<file path="src/rtl/bp_resolve_queue_pkg.sv">
// Shared branch-predictor types: queued prediction entry, predictor update payload.
package bp_resolve_queue_pkg;

  localparam int unsigned ADDR_W = 32;

  typedef logic [ADDR_W-1:0] addr_t;

  localparam addr_t DELAY_SLOT_OFFSET = 32'd8;

  typedef struct packed {
    addr_t pc;
    logic  hit;
    logic  dpre;
    addr_t target;
  } bp_entry_t;

  typedef struct packed {
    logic  is_write;
    addr_t pc;
    addr_t dest;
    logic  taken;
  } bp_update_t;

  // A prediction only counts as taken when the predictor actually hit.
  function automatic logic pred_taken(input bp_entry_t e);
    return e.hit & e.dpre;
  endfunction

endpackage

</file>
<file path="src/rtl/bp_resolve_queue_if.sv">
// Fetch/execute/predictor-update bundle for the branch resolve queue.
interface bp_resolve_queue_if
  import bp_resolve_queue_pkg::*;
#(
  parameter int unsigned DEPTH = 8
);
  localparam int unsigned CNT_W = $clog2(DEPTH) + 1;

  logic             push_valid;
  addr_t            push_pc;
  logic             push_hit;
  logic             push_dpre;
  addr_t            push_target;
  logic             push_ready;
  logic             resolve_valid;
  addr_t            resolve_pc;
  logic             resolve_taken;
  addr_t            resolve_target;
  logic             mispredict;
  addr_t            redirect_pc;
  logic             upd_is_write;
  addr_t            upd_pc;
  addr_t            upd_dest_pc;
  logic             upd_taken;
  logic [CNT_W-1:0] count;

  modport master (
    output push_valid, push_pc, push_hit, push_dpre, push_target,
    output resolve_valid, resolve_pc, resolve_taken, resolve_target,
    input  push_ready, mispredict, redirect_pc,
    input  upd_is_write, upd_pc, upd_dest_pc, upd_taken, count
  );

  modport slave (
    input  push_valid, push_pc, push_hit, push_dpre, push_target,
    input  resolve_valid, resolve_pc, resolve_taken, resolve_target,
    output push_ready, mispredict, redirect_pc,
    output upd_is_write, upd_pc, upd_dest_pc, upd_taken, count
  );
endinterface

</file>
<file path="src/rtl/bp_fifo.sv">
// In-order prediction storage: circular buffer with occupancy count and synchronous clear.
module bp_fifo
  import bp_resolve_queue_pkg::*;
#(
  parameter int unsigned DEPTH = 8
) (
  input  logic                     clk,
  input  logic                     resetn,
  input  logic                     push,
  input  bp_entry_t                push_data,
  input  logic                     pop,
  input  logic                     clear,
  output bp_entry_t                head,
  output logic [$clog2(DEPTH):0]   count
);
  localparam int unsigned PTR_BITS = $clog2(DEPTH);
  localparam int unsigned CNT_W    = PTR_BITS + 1;

  bp_entry_t           mem [DEPTH];
  logic [PTR_BITS-1:0] wr_ptr;
  logic [PTR_BITS-1:0] rd_ptr;
  logic                do_push_c;
  logic                do_pop_c;

  assign do_push_c = push && (count != CNT_W'(DEPTH));
  assign do_pop_c  = pop && (count != '0);
  assign head      = mem[rd_ptr];

  // Pointers wrap naturally because DEPTH is a power of two.
  always_ff @(posedge clk or negedge resetn) begin
    if (!resetn) begin
      wr_ptr <= '0;
      rd_ptr <= '0;
      count  <= '0;
    end else if (clear) begin
      wr_ptr <= '0;
      rd_ptr <= '0;
      count  <= '0;
    end else begin
      if (do_push_c) wr_ptr <= wr_ptr + PTR_BITS'(1);
      if (do_pop_c)  rd_ptr <= rd_ptr + PTR_BITS'(1);
      count <= count + CNT_W'(do_push_c) - CNT_W'(do_pop_c);
    end
  end

  always_ff @(posedge clk) begin
    if (do_push_c && !clear) mem[wr_ptr] <= push_data;
  end

endmodule

</file>
<file path="src/rtl/bp_resolve_queue.sv">
// Tracks fetch-time predictions in order, checks them at resolve, raises redirect and predictor update.
module bp_resolve_queue
  import bp_resolve_queue_pkg::*;
#(
  parameter int unsigned DEPTH = 8
) (
  input  logic                 clk,
  input  logic                 resetn,
  bp_resolve_queue_if.slave    bus
);
  localparam int unsigned PTR_BITS = $clog2(DEPTH);
  localparam int unsigned CNT_W    = PTR_BITS + 1;

  bp_entry_t        head;
  bp_entry_t        push_entry;
  logic [CNT_W-1:0] count;
  logic             empty_c;
  logic             mismatch_c;
  logic             push_c;
  logic             pop_c;
  addr_t            redirect_c;
  logic             mispredict_q;
  addr_t            redirect_q;
  bp_update_t       upd_q;

  assign empty_c         = (count == '0);
  assign bus.push_ready  = (count != CNT_W'(DEPTH));
  assign push_entry      = '{pc: bus.push_pc, hit: bus.push_hit,
                             dpre: bus.push_dpre, target: bus.push_target};

  // Resolve against the oldest prediction; an empty queue is a desync.
  always_comb begin
    mismatch_c = 1'b0;
    redirect_c = '0;
    pop_c      = 1'b0;
    push_c     = 1'b0;
    if (bus.resolve_valid) begin
      mismatch_c = empty_c
                || (head.pc != bus.resolve_pc)
                || (pred_taken(head) != bus.resolve_taken)
                || (bus.resolve_taken && (head.target != bus.resolve_target));
      pop_c      = !empty_c;
    end
    if (mismatch_c) begin
      redirect_c = bus.resolve_taken ? bus.resolve_target
                                     : bus.resolve_pc + DELAY_SLOT_OFFSET;
    end
    // Younger entries are wrong-path after a mismatch, so the flush also eats a same-cycle push.
    push_c = bus.push_valid && bus.push_ready && !mismatch_c;
  end

  bp_fifo #(.DEPTH(DEPTH)) u_fifo (
    .clk       (clk),
    .resetn    (resetn),
    .push      (push_c),
    .push_data (push_entry),
    .pop       (pop_c),
    .clear     (mismatch_c),
    .head      (head),
    .count     (count)
  );

  always_ff @(posedge clk or negedge resetn) begin
    if (!resetn) begin
      mispredict_q <= 1'b0;
      redirect_q   <= '0;
      upd_q        <= '0;
    end else begin
      mispredict_q <= mismatch_c;
      redirect_q   <= redirect_c;
      if (bus.resolve_valid) begin
        upd_q <= '{is_write: 1'b1, pc: bus.resolve_pc,
                   dest: bus.resolve_target, taken: bus.resolve_taken};
      end else begin
        upd_q <= '0;
      end
    end
  end

  assign bus.mispredict   = mispredict_q;
  assign bus.redirect_pc  = redirect_q;
  assign bus.upd_is_write = upd_q.is_write;
  assign bus.upd_pc       = upd_q.pc;
  assign bus.upd_dest_pc  = upd_q.dest;
  assign bus.upd_taken    = upd_q.taken;
  assign bus.count        = CNT_W'(count);

endmodule

</file>
<file path="src/flat_wrapper.sv">
// flat-port wrapper written by rule: the top's interface ports become plain ports
module bp_resolve_queue_flat import bp_resolve_queue_pkg::*;
#(
  parameter int unsigned DEPTH = 8
)
  (clk, resetn, bus_push_valid, bus_push_pc, bus_push_hit, bus_push_dpre, bus_push_target, bus_resolve_valid, bus_resolve_pc, bus_resolve_taken, bus_resolve_target, bus_push_ready, bus_mispredict, bus_redirect_pc, bus_upd_is_write, bus_upd_pc, bus_upd_dest_pc, bus_upd_taken, bus_count);
  bp_resolve_queue_if #(.DEPTH(DEPTH)) bus_i ();
  input  logic clk;
  input  logic resetn;
  input wire logic [$bits(bus_i.push_valid)-1:0] bus_push_valid;
  input wire logic [$bits(bus_i.push_pc)-1:0] bus_push_pc;
  input wire logic [$bits(bus_i.push_hit)-1:0] bus_push_hit;
  input wire logic [$bits(bus_i.push_dpre)-1:0] bus_push_dpre;
  input wire logic [$bits(bus_i.push_target)-1:0] bus_push_target;
  input wire logic [$bits(bus_i.resolve_valid)-1:0] bus_resolve_valid;
  input wire logic [$bits(bus_i.resolve_pc)-1:0] bus_resolve_pc;
  input wire logic [$bits(bus_i.resolve_taken)-1:0] bus_resolve_taken;
  input wire logic [$bits(bus_i.resolve_target)-1:0] bus_resolve_target;
  output wire logic [$bits(bus_i.push_ready)-1:0] bus_push_ready;
  output wire logic [$bits(bus_i.mispredict)-1:0] bus_mispredict;
  output wire logic [$bits(bus_i.redirect_pc)-1:0] bus_redirect_pc;
  output wire logic [$bits(bus_i.upd_is_write)-1:0] bus_upd_is_write;
  output wire logic [$bits(bus_i.upd_pc)-1:0] bus_upd_pc;
  output wire logic [$bits(bus_i.upd_dest_pc)-1:0] bus_upd_dest_pc;
  output wire logic [$bits(bus_i.upd_taken)-1:0] bus_upd_taken;
  output wire logic [$bits(bus_i.count)-1:0] bus_count;
  assign bus_i.push_valid = bus_push_valid;
  assign bus_i.push_pc = bus_push_pc;
  assign bus_i.push_hit = bus_push_hit;
  assign bus_i.push_dpre = bus_push_dpre;
  assign bus_i.push_target = bus_push_target;
  assign bus_i.resolve_valid = bus_resolve_valid;
  assign bus_i.resolve_pc = bus_resolve_pc;
  assign bus_i.resolve_taken = bus_resolve_taken;
  assign bus_i.resolve_target = bus_resolve_target;
  assign bus_push_ready = bus_i.push_ready;
  assign bus_mispredict = bus_i.mispredict;
  assign bus_redirect_pc = bus_i.redirect_pc;
  assign bus_upd_is_write = bus_i.upd_is_write;
  assign bus_upd_pc = bus_i.upd_pc;
  assign bus_upd_dest_pc = bus_i.upd_dest_pc;
  assign bus_upd_taken = bus_i.upd_taken;
  assign bus_count = bus_i.count;
  bp_resolve_queue #(.DEPTH(DEPTH)) u_core (.clk(clk), .resetn(resetn), .bus(bus_i));
endmodule
</file>
<file path="config.mk">
export PLATFORM = sky130hd
export DESIGN_NAME = bp_resolve_queue_flat
export DESIGN_NICKNAME = d
export VERILOG_FILES = /design/src/rtl/bp_resolve_queue_pkg.sv /design/src/rtl/bp_resolve_queue_if.sv /design/src/rtl/bp_fifo.sv /design/src/rtl/bp_resolve_queue.sv /design/src/flat_wrapper.sv
export SDC_FILE = /design/constraint.sdc
export NUM_CORES = 1
export LEC_CHECK = 0
export CORE_UTILIZATION = 58
export DETAILED_ROUTE_END_ITERATION = 6
export PLACE_DENSITY_LB_ADDON = 0.08
export SKIP_CTS_REPAIR_TIMING = 1
export SLEW_MARGIN = 20
export SYNTH_ARGS = -nofsm -noshare
export SYNTH_HDL_FRONTEND = slang
export SYNTH_SLANG_ARGS = --single-unit
</file>
<file path="constraint.sdc">
create_clock -name clk -period 32.2 [get_ports clk]
set_input_delay 4.83 -clock clk [delete_from_list [all_inputs] [get_ports clk]]
set_output_delay 4.83 -clock clk [all_outputs]
set_load 0.01 [all_outputs]
</file>
### Word-level counts from Yosys, hierarchy flattened

Memories as Yosys holds them, arrays and structs flattened.
Cells that the tools add are included.

* bitwise gates (word level): 1
* multiplexer cells: 12
* eq/ne operators: 4
* reductions and logical operators: 15
* add/subtract/negate cells: 5

Operators by type and width (number)
* $mux W66: 1
* $mux W32: 2
* $ne A32 B32 Y1: 2
* $add A32 B4 Y32 const B: 1
* $mux W3: 4
* $add A3 B1 Y3 const B: 2
* $logic_and A1 B1 Y1: 6
* $add A4 B1 Y4: 1
* $logic_not A4 Y1: 1
* $mux W1: 4
* $mux W4: 1
* $ne A4 B4 Y1 const B: 1
* $reduce_bool A2 Y1: 2
* $reduce_bool A4 Y1: 1
* $sub A4 B1 Y4: 1
* $logic_or A1 B1 Y1: 3
* $logic_not A1 Y1: 2
* $and A1 B1 Y1: 1
* $ne A1 B1 Y1: 1

* memories: 1
* output and inout bits: 104
* flip-flop bits (word level): 109
* logic and storage cells: 47
* memory bits (writable): 528
* input port bits: 135

Memories
* u_core.u_fifo.mem: depth 8, bits a word 66, read ports 1, clocked after Yosys merged registers in 0, wr ports 1, RTL line bp_fifo.sv:19 `bp_entry_t mem [DEPTH];`

### Longest topological paths before layout

An unclocked memory read counts as a cell.

* depth after elaboration: 12
* depth in mapped cells: 21
* depth with buffers taken out: 16

### By module

A second synthesis with hierarchy kept.

* cell total of the unflattened synthesis: 1283
* area, all modules: 25564.5 sq um

Modules (own cells, without submodules)
* bp_fifo: seq. area each 16105.4 sq um, instances 1, area an instance 20799.9 sq um, cells each 839
* bp_resolve_queue: seq. area each 2477.4 sq um, instances 1, area an instance 4764.6 sq um, cells each 444

### Worst setup path before layout

OpenSTA, ideal clock, no wires.

* kind: in2reg
* from: input bus_resolve_target[23]
* to: memory u_core.u_fifo.mem[2][0] in the netlist's numbering, enable pin
* required time: 31.507 ns
* path buffers: 0
* library setup time: 0.693 ns
* stages on the path: 7
* slack: 18.196 ns
* data arrival time: 13.312 ns
* path through: inv_1 -> and3_1 -> a211o_1 -> or4_1 -> nor4_4 -> o21ai_2 -> a2111oi_1

* longest elaborated chain between the ends: 10

RTL lines
* start, declared: RTL line flat_wrapper.sv:18 `input wire logic [$bits(bus_i.resolve_target)-1:0] bus_resolve_target;`
* $ne A32 B32 Y1 (*): RTL line bp_resolve_queue.sv:41 `|| (bus.resolve_taken && (head.target != bus.resolve_target));`
* $logic_and A1 B1 Y1 (*): RTL line bp_resolve_queue.sv:41
* $logic_or A1 B1 Y1 (*): RTL line bp_resolve_queue.sv:41
* $mux W1 (*): RTL line bp_resolve_queue.sv:37 `if (bus.resolve_valid) begin`
* $logic_not A1 Y1 (*): RTL line bp_fifo.sv:47, bp_resolve_queue.sv:49
* $logic_and A1 B1 Y1: RTL line bp_resolve_queue.sv:49 `push_c = bus.push_valid && bus.push_ready && !mismatch_c;`
* $logic_and A1 B1 Y1: RTL line bp_fifo.sv:25 `assign do_push_c = push && (count != CNT_W'(DEPTH));`
* $logic_and A1 B1 Y1 (*): RTL line bp_fifo.sv:47 `if (do_push_c && !clear) mem[wr_ptr] <= push_data;`
* $mux W1 (*): RTL line bp_fifo.sv:47
* $mux W1 (not written as such) (*): RTL line bp_fifo.sv:47
* end, declared: RTL line bp_fifo.sv:19

Every way passes the cells marked *; elsewhere a longest branch is shown, timed or not.

### Worst setup path after layout

* from: input bus_resolve_target[9]
* to: memory u_core.u_fifo.mem[7][37] in the netlist's numbering, enable pin

The elaborated chain is that of the path after synthesis.

==> results by group <==
Outcome
  • Run status: finished, final reports clean

Setup path
  • Worst setup path start: bus_resolve_target[9]
  • CP Class: in -> reg
  • CP endpoint kind: register
  • Critical-path cell list: clkdlybuf4s50_1 -> nand3_1 -> a211o_1 -> or4_1 -> nor4_4 -> o21ai_2 -> a2111oi_4 -> buf_4
  • Highest cell delay on the worst timing path: 1020 ps
  • Worst endpoint required time: ~32,000 ps
  • CP max FO: 55
  • Data arrival, critical path: around 9000 ps
  • CP startpoint kind: input pin
  • Crit path max-delay cell type: a2111oi_4
  • Reg2Reg Depth: 10
  • R2r startpoint: u_core.u_fifo.rd_ptr[0]

Yosys
  • FFs w/ async S/R, synth: 0.171
  • Post-synth EDFFs: 528
  • FF+latch count, synth: 637
  • Synth Instances: 1,443
  • Yosys top cell by area: edfxtp_1
  • Synth warn: 0
  • Post-Syn Area per Cell: between 15 and 20 um2
  • Top post-synthesis cells by area: edfxtp_1 62%, dfrtp_1 11%, mux2i_1 6.8%
  • Distinct cells, synth: 55
  • Register area share after synthesis: 0.731
  • Top FF cell, synth: edfxtp_1
  • Top cell type's share of synthesized area: 0.624
  • Synth Net Count: approximately 1,600
  • Synth Cell Area: 25,400 um2

STA
  • Setup TNS: 0 ps
  • Max frequency: 113 MHz
  • Post-route minimum period: 8820 ps
  • Final Skew: 14.2 ps
  • RSZ-0062 raised after global routing: no
  • Period utilization: 0.274
  • Rel. slew slack: 0.312
  • Least-Margin Pin Slew: 1030 ps
  • Worst setup margin: 23,380 ps
  • Final Setup Violations: 0
  • Fin. max-slew vios: 0
  • Final Hold Fails: 0

Drt
  • Routed WL: 62,700 um
  • Via count: 14,200
  • Drt via density: 6.06
  • DRC errors left: 0
  • Routed Antenna Nets: 0
  • Starting DRC count in detailed routing: 1,403
  • Initial DRT Pass Iterations: 6
  • DR WL/cell: roughly 27 um

Min path
  • Hold depth: 2
  • Hold Crit Class: reg -> reg
  • HP Start: u_core.u_fifo.wr_ptr[2]

Power
  • Cell Pwr Density: between 60 and 70 nW/um2
  • Leak pwr: 10.1 nW
  • Peak supply drop: about 0.00005 V

Die
  • Chip width: between 200 and 250 um
  • CORE AREA: 43,200 um2
  • Ports: 239
  • Die Y: 211 um
  • Initial Util: 0.589
  • Die area: 44,700 um2
  • # rows: 76

Clocking
  • CTS max path bufs: 3
  • # clock sinks: between 600 and 700
  • CTS Buf Count: 61
  • CTS tree: built
  • Htree depth: 2
  • Clock transition at path regs: 60 ps
  • Worst skew pair latency: slightly above 600 ps
  • CTS root buffer: clkbuf_16

Cells and area
  • Share of cells above drive strength 1: 0.128
  • # diodes: 0
  • NumNets Final: ~1,800
  • # fillers: 2,809
  • Synth-to-Final Area Change: 20.7%

Placed design
  • Dpl hpwl: 38,500 um
  • Routability Congestion: 0.840
  • IO buf count: 238
  • Placement Setup Slack: between 20,000 and 25,000 ps

GRT
  • Vias in the first global route: between 10,000 and 15,000
  • M3 GR Usage: 0.0544
  • Grt met1 use: 0.407
  • GRT Util Overall: 0.288
  • Gr busiest metal: met2
  • Met2 usage: 0.459
  • Initial antenna violation count: 4
  • Global-route wire length before repair: roughly 90,000 um
  • Largest net degree at the start of global routing: 82
  • GR Overflow Total: 0

Run
  • Max cap viols: 0
## worst max-delay path: cells and delay by family
| kind | cells | cell delay [ps] |
|---|---|---|
| AOI/OAI and AO/OA | 3 | 1650 |
| buffers and inverters | 2 | 1390 |
| and+or+nand+nor | 3 | 990 |
## cell usage after synthesis (17+ instances only)
cell,count
a21oi_1,59
nor2_1,44
dfrtp_1,109
edfxtp_1,528
nand3_1,25
and2_1,62
clkbuf_1,28
nand2_1,24
mux4_2,65
buf_6,17
and3_1,24
mux2i_1,172
buf_2,18
xnor2_1,46
nor3_1,31
a22oi_1,59
xor2_1,18
## layout make-up
type / instances / area (um2) / share of cell area
Sequential cell: 637 / 18600 / 0.606
Multi-Input combinational cell: 718 / 6370 / 0.208
Timing Repair Buffer: 266 / 2580 / 0.0841
Clock buffer: 71 / 1660 / 0.0540
Tap cell: 585 / 732 / 0.0239
Clock inverter: 45 / 701 / 0.0228
Inverter: 14 / 52.6 / 0.00171
## path summary, 6_finish.rpt
check,to,slack [ps]
min in group asynchronous,u_core.bus.redirect_pc[30],4200
worst max-delay path,u_core.u_fifo.mem[7][37],23380
max in group asynchronous,u_core.u_fifo.rd_ptr[1],26510
worst min register to register,u_core.u_fifo.wr_ptr[2],660
worst max register to register,u_core.u_fifo.mem[7][37],25660
worst min-delay path,u_core.u_fifo.wr_ptr[2],660
## power by group
group / switching, mW / internal [mW] / leakage (nW) / total [mW]
logic: 0.0879 / 0.0646 / 2.84 / 0.153
registers: 0.0101 / 0.927 / 6.17 / 0.937
clock network: 0.312 / 0.507 / 1.13 / 0.820
## state kept, by name, indices dropped and copies added, names as in the netlist
name                     cells
u_core.u_fifo.wr_ptr         3
u_core.bus.upd_taken         1
u_core.u_fifo.count          4
u_core.bus.upd_pc           32
u_core.bus.upd_dest_pc      32
u_core.bus.mispredict        1
u_core.bus.upd_is_write      1
u_core.bus.redirect_pc      32
u_core.u_fifo.rd_ptr         3
u_core.u_fifo.mem          528
## per-layer routing
layer / share of wire / up-vias
met5: 0.00043 / -
met4: 0.025 / 4
met3: 0.076 / 110
met2: 0.49 / 608
met1: 0.41 / 7272
li1: - / 6157
## stage by stage
step	power [mW]	cells	util	area, um2	hold WS [ps]
5_1_grt	1.96	2336	0.711	30700	706
3_3_place_gp	1.10	2220	0.656	28300	621
6_report	1.91	2336	0.711	30700	662
3_5_place_dp	1.11	2220	0.656	28300	640
4_1_cts	1.92	2336	0.711	30700	657
2_1_floorplan	1.02	1443	-	25400	587
## placed cells by master (no fill, tap or decap), types with 3 or more instances in the layout
cell and count:
and2_1 62, dfrtp_1 106, xnor2_1 46, inv_1 13, xor2_1 18, nand4_1 7, clkdlybuf4s50_1 235, mux4_2 65
clkbuf_16 64, nor2_1 43, a2111oi_2 5, a21o_1 9, clkinv_2 8, ha_1 9, clkbuf_8 3, clkinv_1 4
a21boi_0 3, a22oi_1 59, or3_1 3, edfxtp_1 528, nand2_1 24, o21ai_0 9, inv_6 4, o22a_1 3
mux2i_1 172, clkinvlp_4 8, buf_4 29, bufinv_16 17, nor4_1 5, nor3_1 31, and3_1 24, o22ai_1 4
clkbuf_1 4, clkinv_4 5, nand3_1 25, a21oi_1 58
## logic make-up after synthesis
| kind of cell | after synthesis | share of synthesized area |
|---|---|---|
| AND/OR/NAND/NOR | 240 | 0.0516 |
| multiplexers | 237 | 0.125 |
| AO/OA/AOI/OAI | 167 | 0.0445 |
| buffers and inverters | 88 | 0.0202 |
| flip-flops | 637 | 0.731 |
| adder cells (fa/ha/maj) | 10 | 0.00522 |
| XOR/XNOR | 64 | 0.0221 |
No activity file was read; power rests on OpenSTA's default activity.
